### src/rtl/mem_pkg.sv
// Shared widths, FSM state encoding and requester IDs for the memory arbiter.
// Round-robin arbitration is enabled by defining MEMARB_RR_EN.
package mem_pkg;
  localparam int ADR_W  = 30;
  localparam int DATA_W = 32;
  localparam int BE_W   = 4;

  typedef enum logic [1:0] {IDLE = 2'd0, MEM = 2'd1, ACK = 2'd2} state_t;

  typedef logic [1:0] req_id_t;
  localparam req_id_t REQ_I = 2'd0;
  localparam req_id_t REQ_D = 2'd1;
  localparam req_id_t REQ_W = 2'd2;

  // Successor in the i -> d -> w rotation.
  function automatic req_id_t rr_next(input req_id_t id);
    case (id)
      REQ_I:   rr_next = REQ_D;
      REQ_D:   rr_next = REQ_W;
      default: rr_next = REQ_I;
    endcase
  endfunction

  // First active requester in the given order; en[0] pairs with a.
  function automatic req_id_t first_of(input logic [2:0] en,
                                       input req_id_t a, input req_id_t b, input req_id_t c);
    if (en[0])      first_of = a;
    else if (en[1]) first_of = b;
    else            first_of = c;
  endfunction
endpackage

### src/rtl/mem_arb_pick.sv
// Winner selection: fixed d > i > w, or round-robin with MEMARB_RR_EN.
// The read-after-write hazard override always wins.
module mem_arb_pick
  import mem_pkg::*;
(
`ifdef MEMARB_RR_EN
  input  logic             clk,
  input  logic             reset,
  input  logic             upd,
`endif
  input  logic             i_en,
  input  logic             d_en,
  input  logic             d_rwb,
  input  logic             w_en,
  input  logic [ADR_W-1:0] d_adr,
  input  logic [ADR_W-1:0] w_adr,
  output req_id_t          win
);
  logic hazard;

`ifdef MEMARB_RR_EN
  // ptr holds the highest-priority requester for the next arbitration.
  req_id_t ptr;
  req_id_t rr;

  always_comb begin
    hazard = w_en & d_en & d_rwb & (d_adr == w_adr);
    case (ptr)
      REQ_I:   rr = first_of({w_en, d_en, i_en}, REQ_I, REQ_D, REQ_W);
      REQ_D:   rr = first_of({i_en, w_en, d_en}, REQ_D, REQ_W, REQ_I);
      default: rr = first_of({d_en, i_en, w_en}, REQ_W, REQ_I, REQ_D);
    endcase
    win = hazard ? REQ_W : rr;
  end

  always_ff @(posedge clk or negedge reset) begin
    if (!reset)   ptr <= REQ_I;
    else if (upd) ptr <= rr_next(win);
  end
`else
  always_comb begin
    hazard = w_en & d_en & d_rwb & (d_adr == w_adr);
    if (hazard)    win = REQ_W;
    else if (d_en) win = REQ_D;
    else if (i_en) win = REQ_I;
    else           win = REQ_W;
  end
`endif
endmodule

### src/rtl/mem_arbiter.sv
// Three-requester memory arbiter (icache, dcache, write buffer): IDLE/MEM/ACK FSM
// with registered memory-side outputs. MEMARB_RR_EN selects round-robin arbitration.
module mem_arbiter
  import mem_pkg::*;
(
  input  logic              clk,
  input  logic              reset,
  input  logic [ADR_W-1:0]  i_adr,
  input  logic              i_en,
  output logic              i_done,
  input  logic [ADR_W-1:0]  d_adr,
  input  logic [DATA_W-1:0] d_wdata,
  input  logic [BE_W-1:0]   d_byteen,
  input  logic              d_rwb,
  input  logic              d_en,
  output logic              d_done,
  input  logic [ADR_W-1:0]  w_adr,
  input  logic [DATA_W-1:0] w_wdata,
  input  logic [BE_W-1:0]   w_byteen,
  input  logic              w_en,
  output logic              w_done,
  output logic [DATA_W-1:0] rdata,
  output logic [ADR_W-1:0]  memadr,
  output logic [DATA_W-1:0] memwdata,
  input  logic [DATA_W-1:0] memrdata,
  output logic [BE_W-1:0]   membyteen,
  output logic              memrwb,
  output logic              memen,
  input  logic              memdone
);
  state_t  state;
  req_id_t gnt;
  req_id_t win;
  logic    any_en;

  assign any_en = i_en | d_en | w_en;

  mem_arb_pick u_pick (
`ifdef MEMARB_RR_EN
    .clk   (clk),
    .reset (reset),
    .upd   ((state == IDLE) & any_en),
`endif
    .i_en  (i_en),
    .d_en  (d_en),
    .d_rwb (d_rwb),
    .w_en  (w_en),
    .d_adr (d_adr),
    .w_adr (w_adr),
    .win   (win)
  );

  always_ff @(posedge clk or negedge reset) begin
    if (!reset) begin
      state     <= IDLE;
      gnt       <= REQ_I;
      memen     <= 1'b0;
      memrwb    <= 1'b0;
      membyteen <= '0;
      memadr    <= '0;
      memwdata  <= '0;
      rdata     <= '0;
      i_done    <= 1'b0;
      d_done    <= 1'b0;
      w_done    <= 1'b0;
    end else begin
      i_done <= 1'b0;
      d_done <= 1'b0;
      w_done <= 1'b0;
      case (state)
        IDLE: if (any_en) begin
          state <= MEM;
          memen <= 1'b1;
          gnt   <= win;
          case (win)
            REQ_I: begin
              memadr    <= i_adr;
              memwdata  <= '0;
              membyteen <= '1;
              memrwb    <= 1'b1;
            end
            REQ_D: begin
              memadr    <= d_adr;
              memwdata  <= d_wdata;
              membyteen <= d_byteen;
              memrwb    <= d_rwb;
            end
            default: begin
              memadr    <= w_adr;
              memwdata  <= w_wdata;
              membyteen <= w_byteen;
              memrwb    <= 1'b0;
            end
          endcase
        end
        MEM: if (memdone) begin
          state <= ACK;
          memen <= 1'b0;
          if (memrwb) rdata <= memrdata;
          case (gnt)
            REQ_I:   i_done <= 1'b1;
            REQ_D:   d_done <= 1'b1;
            default: w_done <= 1'b1;
          endcase
        end
        // ACK is the mandatory gap cycle; done drops here.
        ACK:     state <= IDLE;
        default: state <= IDLE;
      endcase
    end
  end
endmodule

### config.mk
export PLATFORM = sky130hd
export DESIGN_NAME = mem_arbiter
export DESIGN_NICKNAME = d
export VERILOG_FILES = /design/src/rtl/mem_pkg.sv /design/src/rtl/mem_arb_pick.sv /design/src/rtl/mem_arbiter.sv
export SDC_FILE = /design/constraint.sdc
export NUM_CORES = 1
export LEC_CHECK = 0
export CAP_MARGIN = 20
export CELL_PAD_IN_SITES_DETAIL_PLACEMENT = 1
export CELL_PAD_IN_SITES_GLOBAL_PLACEMENT = 1
export CORE_ASPECT_RATIO = 1.1
export CORE_MARGIN = 2
export CORE_UTILIZATION = 31
export DETAILED_ROUTE_END_ITERATION = 8
export PLACE_DENSITY = 0.95
export SLEW_MARGIN = 20
export SYNTH_ARGS = -nofsm -noshare
export SYNTH_HDL_FRONTEND = slang
export SYNTH_HIERARCHICAL = 1
export SYNTH_SLANG_ARGS = --single-unit
### constraint.sdc
create_clock -name clk -period 2.13 [get_ports clk]
set_input_delay 0.3195 -clock clk [delete_from_list [all_inputs] [get_ports clk]]
set_output_delay 0.3195 -clock clk [all_outputs]
set_load 0.01 [all_outputs]
==> impl_metrics.tcl, run 1 <==
set metrics [dict create \
    synth_area_um2 5350 \
    rows 50 \
    layout-drive-gt1-share_pct 29.4 \
    crit_chain "buf_8 -> xor2_4 -> nor4_2 -> buf_4 -> nand4_1 -> o31a_4 -> buf_12 -> clkbuf_16 -> mux2_4 -> mux2i_1 -> o21ai_1" \
    wire_per_inst_um 24.0 \
    layout.cells.non_filler 1041 \
    globalRouteOverflowTotal 0 \
    cp_slowest_cell "o31a_4" \
    cp-end-kind "flop" \
    grt_max_degree 72 \
    max-vdd-ir-drop_mv 0.542 \
    worst_slew_pin_slew_ns 0.401 \
    slew_viol_final 0 \
    maxSlewHeadroom_pct 73.3 \
    routabilityCongestion 0.831 \
    grt_pass1_vias 5990 \
    synth.avg_cell_area_um2 11.3 \
    routed_wl_um 25000 \
    cts_buffers 9 \
    ios 304 \
    start_kind "input port" \
    yosys.area.top_type "dfrtp_1" \
    violations "negative setup slack" \
    post-route-min-period_ns 2.25 \
    antenna_found_initial 2 \
    drt-pass1-iter-count 4 \
    finalSetupViolations 62 \
    hp-class "in -> reg" \
    initial_utilization_pct 31.5 \
    fp.coreArea_um2 17000 \
    crit_family "buffers and inverters" \
    syn_to_final_growth_pct 85.8 \
    drcViolationCount 0 \
    power_mw 10.8 \
    r2r_cells 4 \
    fin_crit_sh_pct 106 \
    max_freq_ghz 0.443 \
    synth_fp_nets 676 \
    crit_arrival_ns 2.49 \
    die_x_um 129 \
    synth_cell_types 33 \
    status "finished, violations left" \
    hpwl_um 16900 \
    yosys_warnings 6 \
    setup_slack_ns -0.125 \
    htreeDepth 3 \
    cp_slowest_stage_delay_ns 0.42 \
    crit_type "in -> reg" \
    worstSetupPathDepth 11 \
    grt_usage_pct 25.2 \
    cts.sinks 107 \
    hold_violations 0 \
    worstPathRequired_ns 2.36 \
    placed_cells 1002 \
    cts_tree "yes" \
    critPathBufInv 4 \
    drv_cap 0 \
    layout.nets 1001 \
    grt_pass1_wl_um 34800 \
    insertion_delay_ns 0.35 \
    vias 5430 \
    fin_tns_setup_ns -2.52 \
    seq_area_frac_synth_pct 50.1 \
    ant_nets 0 \
    power.density_nw_per_um2 1080 \
    dieArea_um2 18300 \
    synth_top_area_share_pct 50.1 \
    dieHeight_um 142 \
    clockBufferDepth 2 \
    yosys-top-cells-area "dfrtp_1, mux2_2, o21ai_0" \
    worst_clock_skew_ns 0.0122 \
    clkTransAtPathRegs_ns 0.08 \
    cp_max_fo 5 \
    syn_inst 475 \
    hold_depth 3 \
    vias_per_cell 5.22 \
    ys_seq_elements 107 \
    rsz0062_at_grt "true" \
    drtIter0Drc 156 \
    cts_root_buf "clkbuf_16" \
    p_leak_nw 4.16 \
    io_buffer_count 303 \
    dp_slack_ns -0.855 \
]
layer usage:
metal | wire, um | share of wire (%) | GRT usage, % | up-vias
li1 | - | - | - | 2384
met1 | 9360 | 37 | 28.2 | 2744
met2 | 13200 | 53 | 46.0 | 252
met3 | 1700 | 6.8 | 6.30 | 50
met4 | 716 | 2.9 | 8.70 | 0
met5 | 0 | 0 | 0 | -
synth_stat cells:
cell type,instances
nand3b_1,1
nor2b_1,1
or2_1,2
a22oi_1,32
clkinv_4,1
o21ai_2,1
xor2_2,1
o22ai_1,4
mux2_2,62
dfrtp_1,107
clkbuf_2,1
o21ai_0,72
or4_4,1
nor4_1,5
o21ai_1,67
xor2_1,24
clkbuf_1,19
inv_1,2
nor3_4,1
nand4_1,3
xnor2_1,5
nor3_1,2
nand2b_1,1
o31a_1,1
and2_1,1
or2b_1,1
nor3b_1,1
buf_6,7
mux2i_1,30
nand2_1,4
o32ai_2,1
buf_8,1
buf_2,13
worst paths after layout:
path | startpoint | end | slack [ns]
worst min-delay path | w_adr[24] | memadr[24]$_DFFE_PN0P_ | 0.29
worst max-delay path | w_adr[24] | memadr[24]$_DFFE_PN0P_ | -0.12
max in group asynchronous | reset | memwdata[5]$_DFFE_PN0P_ | 0.96
worst min register to register | gnt[0]$_DFFE_PN0P_ | i_done$_DFF_PN0_ | 0.45
min in group asynchronous | reset | memadr[23]$_DFFE_PN0P_ | 0.45
worst max register to register | state[0]$_DFFE_PN0P_ | memadr[21]$_DFFE_PN0P_ | 0.55
tightest hold or removal path, stage by stage:
cell     delay (ns)
buf_8          0.09
mux2i_1        0.07
o21ai_1        0.13
flip-flops by register name, indices dropped and copies added, names as in the netlist:
signal,count
state,2
d_done,1
i_done,1
memrwb,1
memwdata,32
membyteen,4
w_done,1
gnt,2
memadr,30
memen,1
rdata,32
where the power goes:
part	internal, mW	leakage, nW	switching, mW
logic	2.91	2.68	2.47
clock network	0.974	0.158	0.856
registers	3.02	1.32	0.554
total	6.90	4.16	3.88
cell type report:
type | instances | area (um^2)
sequential | 107 | 2680
inverter | 3 | 37.5
fill | 1723 | 7020
multi-input combinational | 324 | 2900
timing repair buffer | 354 | 3690
antenna | 2 | 5.00
tap | 234 | 293
clock inverter | 6 | 83.8
timing repair inverter | 1 | 11.3
clock buffer | 10 | 239
metrics by stage:
| step | area (um^2) | utilization (%) | hold slack [ns] |
|---|---|---|---|
| floorplan | 5380 | - | 0.0239 |
| global placement | 8810 | 52.0 | 0.255 |
| detailed placement | 8810 | 52.0 | 0.265 |
| CTS | 9520 | 56.2 | 0.281 |
| global route | 9940 | 58.6 | 0.285 |
| finish | 9940 | 58.6 | 0.293 |
cells by family (layout without fill, tap and decap cells):
logic type                count (synthesis)  after routing  share of synthesized area (%)
AOI/OAI and AO/OA                       178            178                           18.6
xor gates and xnor gates                 30             30                           5.05
buffers and inverters                    44            374                           4.70
DFF                                     107            107                           50.1
muxes                                    92             92                           18.7
other                                     0              2                              0
and+or+nand+nor                          24             24                           2.92
repair_timing:
item,CTS,global route
pin swaps,25,37
hold buffers,1,0
setup buffers,5,4
endpoints found under the hold margin,22,0
cloned,5,8
endpoints found under the setup margin,69,67
gates resized for setup,196,92
cells in the final DEF, fill, tap and decap left out, types with 3 or more instances in the layout:
cell type	count
nand2_1	3
o21ai_1	65
mux2_4	6
clkdlybuf4s15_1	11
buf_6	10
nor4_2	3
buf_8	5
clkdlybuf4s50_1	239
o21ai_0	70
a22oi_1	10
mux2i_2	3
buf_4	20
clkbuf_2	10
o21ai_2	5
xor2_2	15
mux2_2	56
buf_16	4
mux2i_1	26
xor2_1	9
nand4_1	3
dfrtp_1	107
a22oi_2	22
buf_2	16
buf_12	14
clkbuf_16	15
dlygate4sd2_1	14
Power figures use the tool's default switching activity.
==> inputs of run 2 (changes only) <==
- ABC_AREA: unset -> 1
- CORE_UTILIZATION: 31 -> 29
==> impl_metrics.tcl, run 2 <==
set metrics [dict create \
    yosys.area.top_type "dfrtp_1" \
    vias_per_cell 4.79 \
    async_reset_ff_share_pct 100 \
    dieArea_um2 21600 \
    holdWs_ns 0.336 \
    rows 54 \
    top_regs "memwdata (32), rdata (32), memadr (30)" \
    grt_pass1_vias 7448 \
    max-vdd-ir-drop_mv 0.511 \
    ant_nets 0 \
    r2r_start "state[1]$_DFFE_PN0P_" \
    ys_seq_elements 107 \
    cp_slowest_stage_delay_ns 0.55 \
    grt_max_degree 100 \
    cp_max_fo 7 \
    timing.rr.end "memadr[14]$_DFFE_PN0P_" \
    cts_root_buf "clkbuf_16" \
    syn_to_final_growth_pct 68.1 \
    yosysMostFrequentCell "nand2_1" \
    hpwl_um 19100 \
    hold_violations 0 \
    syn_inst 883 \
    seq_area_frac_synth_pct 45.2 \
    r2r_cells 7 \
    wire_per_inst_um 17.6 \
    status "completed" \
    globalRouteOverflowTotal 0 \
    seq_power_share_pct 34.0 \
    worst_clock_skew_ns 0.00688 \
    critPathBufInv 4 \
    slew_viol_final 0 \
    cp-end-kind "flop" \
    synth_area_um2 5930 \
    switchingPower_mw 3.94 \
    drtIter0Drc 224 \
    crit_type "in -> reg" \
    grt_usage_pct 22.6 \
    post-route-min-period_ns 2.02 \
    crit_arrival_ns 2.32 \
    cts_tree "yes" \
    ys.flop_type "dfrtp_1" \
    switching_share_pct 37.9 \
    drcViolationCount 0 \
    worstPathRequired_ns 2.43 \
    combPwrFrac_pct 48.5 \
    finalSetupViolations 0 \
    yosys_warnings 6 \
    synth_edf_count 0 \
    fin_tns_setup_ns 0 \
    crit_top_cell "nand2_1" \
    layout-drive-gt1-share_pct 6.95 \
    r2r_slack_ns 0.80 \
    mostFrequentLayoutCell "nand2_1" \
    synth_top_area_share_pct 45.2 \
    layout.nets 1390 \
    cts_buffers 9 \
    layout.cells.non_filler 1448 \
    synth_cell_types 19 \
    antenna_found_initial 3 \
    synth_fp_nets 1084 \
    ios 304 \
    yosys-top-cells-area "dfrtp_1, nand2_1, nand3_1" \
    htreeDepth 3 \
    yosys-top-cells-count "nand2_1, dfrtp_1, nand3_1" \
    placed_cells 1424 \
    dp_slack_ns -0.455 \
    grt_pass1_wl_um 38800 \
    dieHeight_um 154 \
    max_freq_ghz 0.495 \
    initial_utilization_pct 29.7 \
    cp_slowest_cell "clkdlybuf4s50_1" \
    clkTransAtPathRegs_ns 0.08 \
    mostFrequentLayoutCells "nand2_1, clkdlybuf4s50_1, dfrtp_1" \
    routabilityCongestion 0.850 \
    start_kind "input port" \
    drt-pass1-iter-count 4 \
    power.density_nw_per_um2 1040 \
    setup_slack_ns 0.112 \
    internal_power_mw 6.46 \
    insertion_delay_ns 0.36 \
    worst_slew_pin_slew_ns 0.571 \
    fin_crit_sh_pct 94.8 \
    routed_wl_um 25600 \
    cts.sinks 107 \
    crit_family "buffers and inverters" \
    io_buffer_count 303 \
    fp.coreArea_um2 19900 \
    synth.avg_cell_area_um2 6.71 \
    vias 6939 \
    p_leak_nw 5.50 \
    die_x_um 140 \
    crit_chain "clkdlybuf4s50_1 -> nand2_1 -> nand2_1 -> nand3_1 -> nor2_2 -> nand2_2 -> o21ai_4 -> buf_12 -> buf_12 -> clkbuf_16 -> nand2_1 -> nand2_1 -> nand2_1 -> nand2_1" \
    pwr-share-clk_pct 17.5 \
    clockBufferDepth 2 \
    drv_cap 0 \
    hp-class "in -> async" \
    maxSlewHeadroom_pct 61.9 \
]
-- run 2: final cells by class --
class	count	area, um^2
Antenna cell	2	5.00
Clock buffer	9	225
Clock inverter	7	92.6
Fill cell	2465	9970
Inverter	96	365
Multi-Input combinational cell	635	2650
Sequential cell	107	2680
Tap cell	252	315
Timing Repair Buffer	340	3640
-- run 2: worst max-delay path by stage --
stage | slack [ns] | depth (start not counted) | from | endpoint
2_1_floorplan | 0.53 | 16 | w_adr[22] | memwdata[23]$_DFFE_PN0P_
4_1_cts | 0.01 | 15 | w_adr[2] | membyteen[2]$_DFFE_PN0P_
3_5_place_dp | -0.46 | 15 | w_adr[22] | membyteen[2]$_DFFE_PN0P_
6_report | 0.11 | 14 | d_adr[9] | memwdata[28]$_DFFE_PN0P_
5_1_grt | -0.003 | 14 | d_adr[9] | memadr[27]$_DFFE_PN0P_
3_3_place_gp | -0.36 | 15 | w_adr[22] | memadr[27]$_DFFE_PN0P_
-- run 2: stage by stage --
stage	utilization (%)	instance area, um^2	power (mW)
floorplan	-	5930	5.67
global placement	46.7	9310	8.38
detailed placement	46.7	9310	8.62
CTS	48.4	9660	10.5
global route	50.0	9970	11.1
finish	50.0	9970	10.4
-- run 2: timing repair --
action                                  CTS  global route
endpoints found under the hold margin     8             0
cloned                                    0             3
pin swaps                                 2            10
endpoints found under the setup margin   49            67
buffers inserted                          1             2
hold buffers                              1             0
gates resized for setup                   4            77
-- run 2: kinds of logic after synthesis --
kind of cell	Yosys count	synth area share, %
compound gates	39	3.40
xor+xnor	1	0.148
flops	107	45.2
simple gates	595	40.0
buf+inv	141	11.3
-- run 2: power groups by stage --
stage                     clock (mW)  sequential [mW]  combinational, mW
after floorplan                    0             3.89               1.78
after global placement             0             3.49               4.89
after detailed placement           0             3.56               5.06
after CTS                       1.87             3.54               5.08
after global routing            1.94             3.64               5.49
final                           1.82             3.53               5.04
-- run 2: worst reg2reg max path, delay by kind of cell (launching register included) --
family,cells,cell delay [ns]
buffers and inverters,3,0.44
and+or+nand+nor,4,0.44
DFF,1,0.40
-- run 2: layer usage --
layer	track usage, %	routed length [um]	up-vias
li1	-	-	3286
met1	26.6	10200	3323
met2	40.6	12800	283
met3	5.08	1760	45
met4	7.79	702	2
met5	0	13	-
==> inputs of run 3 (changes only) <==
- PLACE_DENSITY: 0.95 -> 0.91
==> impl_metrics.tcl, run 3 (synthesis results as in run 2) <==
set metrics [dict create \
    switching_share_pct 38.0 \
    mostFrequentLayoutCell "nand2_1" \
    cts_tree "yes" \
    vias 6843 \
    syn_to_final_growth_pct 69.3 \
    io_buffer_count 303 \
    start_kind "input port" \
    routed_wl_um 25700 \
    dp_slack_ns -0.508 \
    cp_max_fo 7 \
    crit_chain "clkdlybuf4s50_1 -> nand2_1 -> nand2_1 -> nand3_2 -> nor2_4 -> nand2_2 -> o21ai_4 -> clkinv_4 -> buf_12 -> nand3_1 -> nand2_1 -> nand2_1 -> nand2_1" \
    grt_max_degree 62 \
    grt_pass1_wl_um 39200 \
    layout-drive-gt1-share_pct 7.37 \
    postLayoutCellArea_um2 10000 \
    ios 304 \
    internal_power_mw 6.44 \
    hpwl_um 18900 \
    clkTransAtPathRegs_ns 0.08 \
    mostFrequentLayoutCells "nand2_1, clkdlybuf4s50_1, dfrtp_1" \
    max_freq_ghz 0.498 \
    timing.rr.end "rdata[31]$_DFFE_PN0P_" \
    hp-class "in -> reg" \
    r2r_slack_ns 0.59 \
    hp-start "w_adr[16]" \
    dieArea_um2 21600 \
    insertion_delay_ns 0.35 \
    drtIter0Drc 253 \
    routabilityCongestion 0.841 \
    cp-end-kind "flop" \
    cp_slowest_cell "clkdlybuf4s50_1" \
    drt-pass1-iter-count 4 \
    r2r_start "state[1]$_DFFE_PN0P_" \
    htreeDepth 3 \
    cts_buffers 9 \
    clockBufferDepth 2 \
    initial_utilization_pct 29.7 \
    wire_per_inst_um 17.7 \
    switchingPower_mw 3.94 \
    seq_power_share_pct 33.8 \
    top_regs "memwdata (32), rdata (32), memadr (30)" \
    pwr-share-clk_pct 16.7 \
    die_x_um 140 \
    drv_cap 0 \
    status "completed" \
    max-vdd-ir-drop_mv 0.497 \
    slew_viol_final 0 \
    fp.coreArea_um2 19900 \
    drcViolationCount 0 \
    rsz0062_at_grt "false" \
    r2r_cells 5 \
    cts_root_buf "clkbuf_16" \
    finalSetupViolations 0 \
    crit_top_cell "nand2_1" \
    dpl-instance-area_um2 9370 \
    antenna_found_initial 3 \
    fin_crit_sh_pct 94.3 \
    rows 54 \
    layout.nets 1390 \
    setup_slack_ns 0.122 \
    hold_end "memadr[16]$_DFFE_PN0P_" \
    dieHeight_um 154 \
    combPwrFrac_pct 49.4 \
    hold_depth 5 \
    cp_slowest_stage_delay_ns 0.50 \
    vias_per_cell 4.73 \
    fin_tns_setup_ns 0 \
    power_mw 10.4 \
    power.density_nw_per_um2 1030 \
    maxSlewHeadroom_pct 66.5 \
    globalRouteOverflowTotal 0 \
    crit_arrival_ns 2.25 \
    p_leak_nw 5.59 \
    cts.sinks 107 \
    worstPathRequired_ns 2.37 \
    grt_pass1_vias 7300 \
    post-route-min-period_ns 2.01 \
    n_fill_cell 2445 \
    crit_type "in -> reg" \
    grt_usage_pct 23.1 \
    ant_nets 0 \
    hold_violations 0 \
    worst_slew_pin_slew_ns 0.502 \
    worst_clock_skew_ns 0.0111 \
]
## run 3: cell types whose count changed in the layout (fill, tap and decap cells not counted), sizes merged
cell / previous run / this run
inv: 98 / 99
bufinv: 1 / 0
dlymetal6s2s: 53 / 60
clkinv: 4 / 3
clkdlybuf4s50: 249 / 241
clkbuf: 12 / 13
dlygate4sd2: 0 / 1
## run 3: layout make-up
type,count,area (um^2),area share [%]
Inverter,96,365,3.64
Clock buffer,10,239,2.38
Sequential cell,107,2680,26.7
Antenna cell,2,5.00,0.0499
Tap cell,252,315,3.14
Multi-Input combinational cell,635,2690,26.8
Clock inverter,6,62.6,0.623
Timing Repair Buffer,340,3680,36.7
## run 3: worst max-delay path: cells and delay by family
family,cells,cell delay [ns]
buffers and inverters,3,0.90
AND/OR/NAND/NOR,9,0.75
AO/OA/AOI/OAI,1,0.26
## run 3: per-stage QoR
step / utilization [%] / instances / hold slack [ns]
after detailed placement: 47.0 / 1424 / 0.315
after global routing: 50.3 / 1447 / 0.364
after floorplan: - / 883 / 0.0239
final: 50.3 / 1448 / 0.345
after global placement: 47.0 / 1424 / 0.312
after CTS: 49.0 / 1443 / 0.470
## run 3: routing by layer
layer,up-vias,track usage (%),wire length [um],share of wire (%)
li1,3272,-,-,-
met2,263,42.2,13200,51
met4,2,8.27,682,2.7
met3,44,4.98,1670,6.5
met5,-,0,13,0.051
met1,3262,26.4,10100,39
## run 3: worst max-delay path by stage
stage / endpoint / cells after the start / from
finish: memwdata[5]$_DFFE_PN0P_ / 13 / d_adr[12]
global route: memadr[6]$_DFFE_PN0P_ / 13 / d_adr[12]
floorplan: memwdata[23]$_DFFE_PN0P_ / 16 / w_adr[22]
global placement: memadr[20]$_DFFE_PN0P_ / 15 / d_adr[24]
CTS: memadr[6]$_DFFE_PN0P_ / 16 / w_adr[0]
detailed placement: memadr[13]$_DFFE_PN0P_ / 16 / d_adr[24]
## run 3: timing repair
action	4_1_cts	5_1_grt
setup buffers	1	0
gates resized for setup	14	76
gates cloned	1	3
pin swaps	6	11
hold buffers	1	0
endpoints found under the setup margin	67	68
hold endpoints to repair	34	0
## run 3: power by group through the flow
stage | logic, mW | registers, mW | clock network (mW)
after global placement | 4.97 | 3.49 | 0
after global routing | 5.57 | 3.61 | 1.87
final | 5.13 | 3.51 | 1.74
after floorplan | 1.78 | 3.89 | 0
after detailed placement | 5.16 | 3.52 | 0
after CTS | 5.20 | 3.51 | 1.79
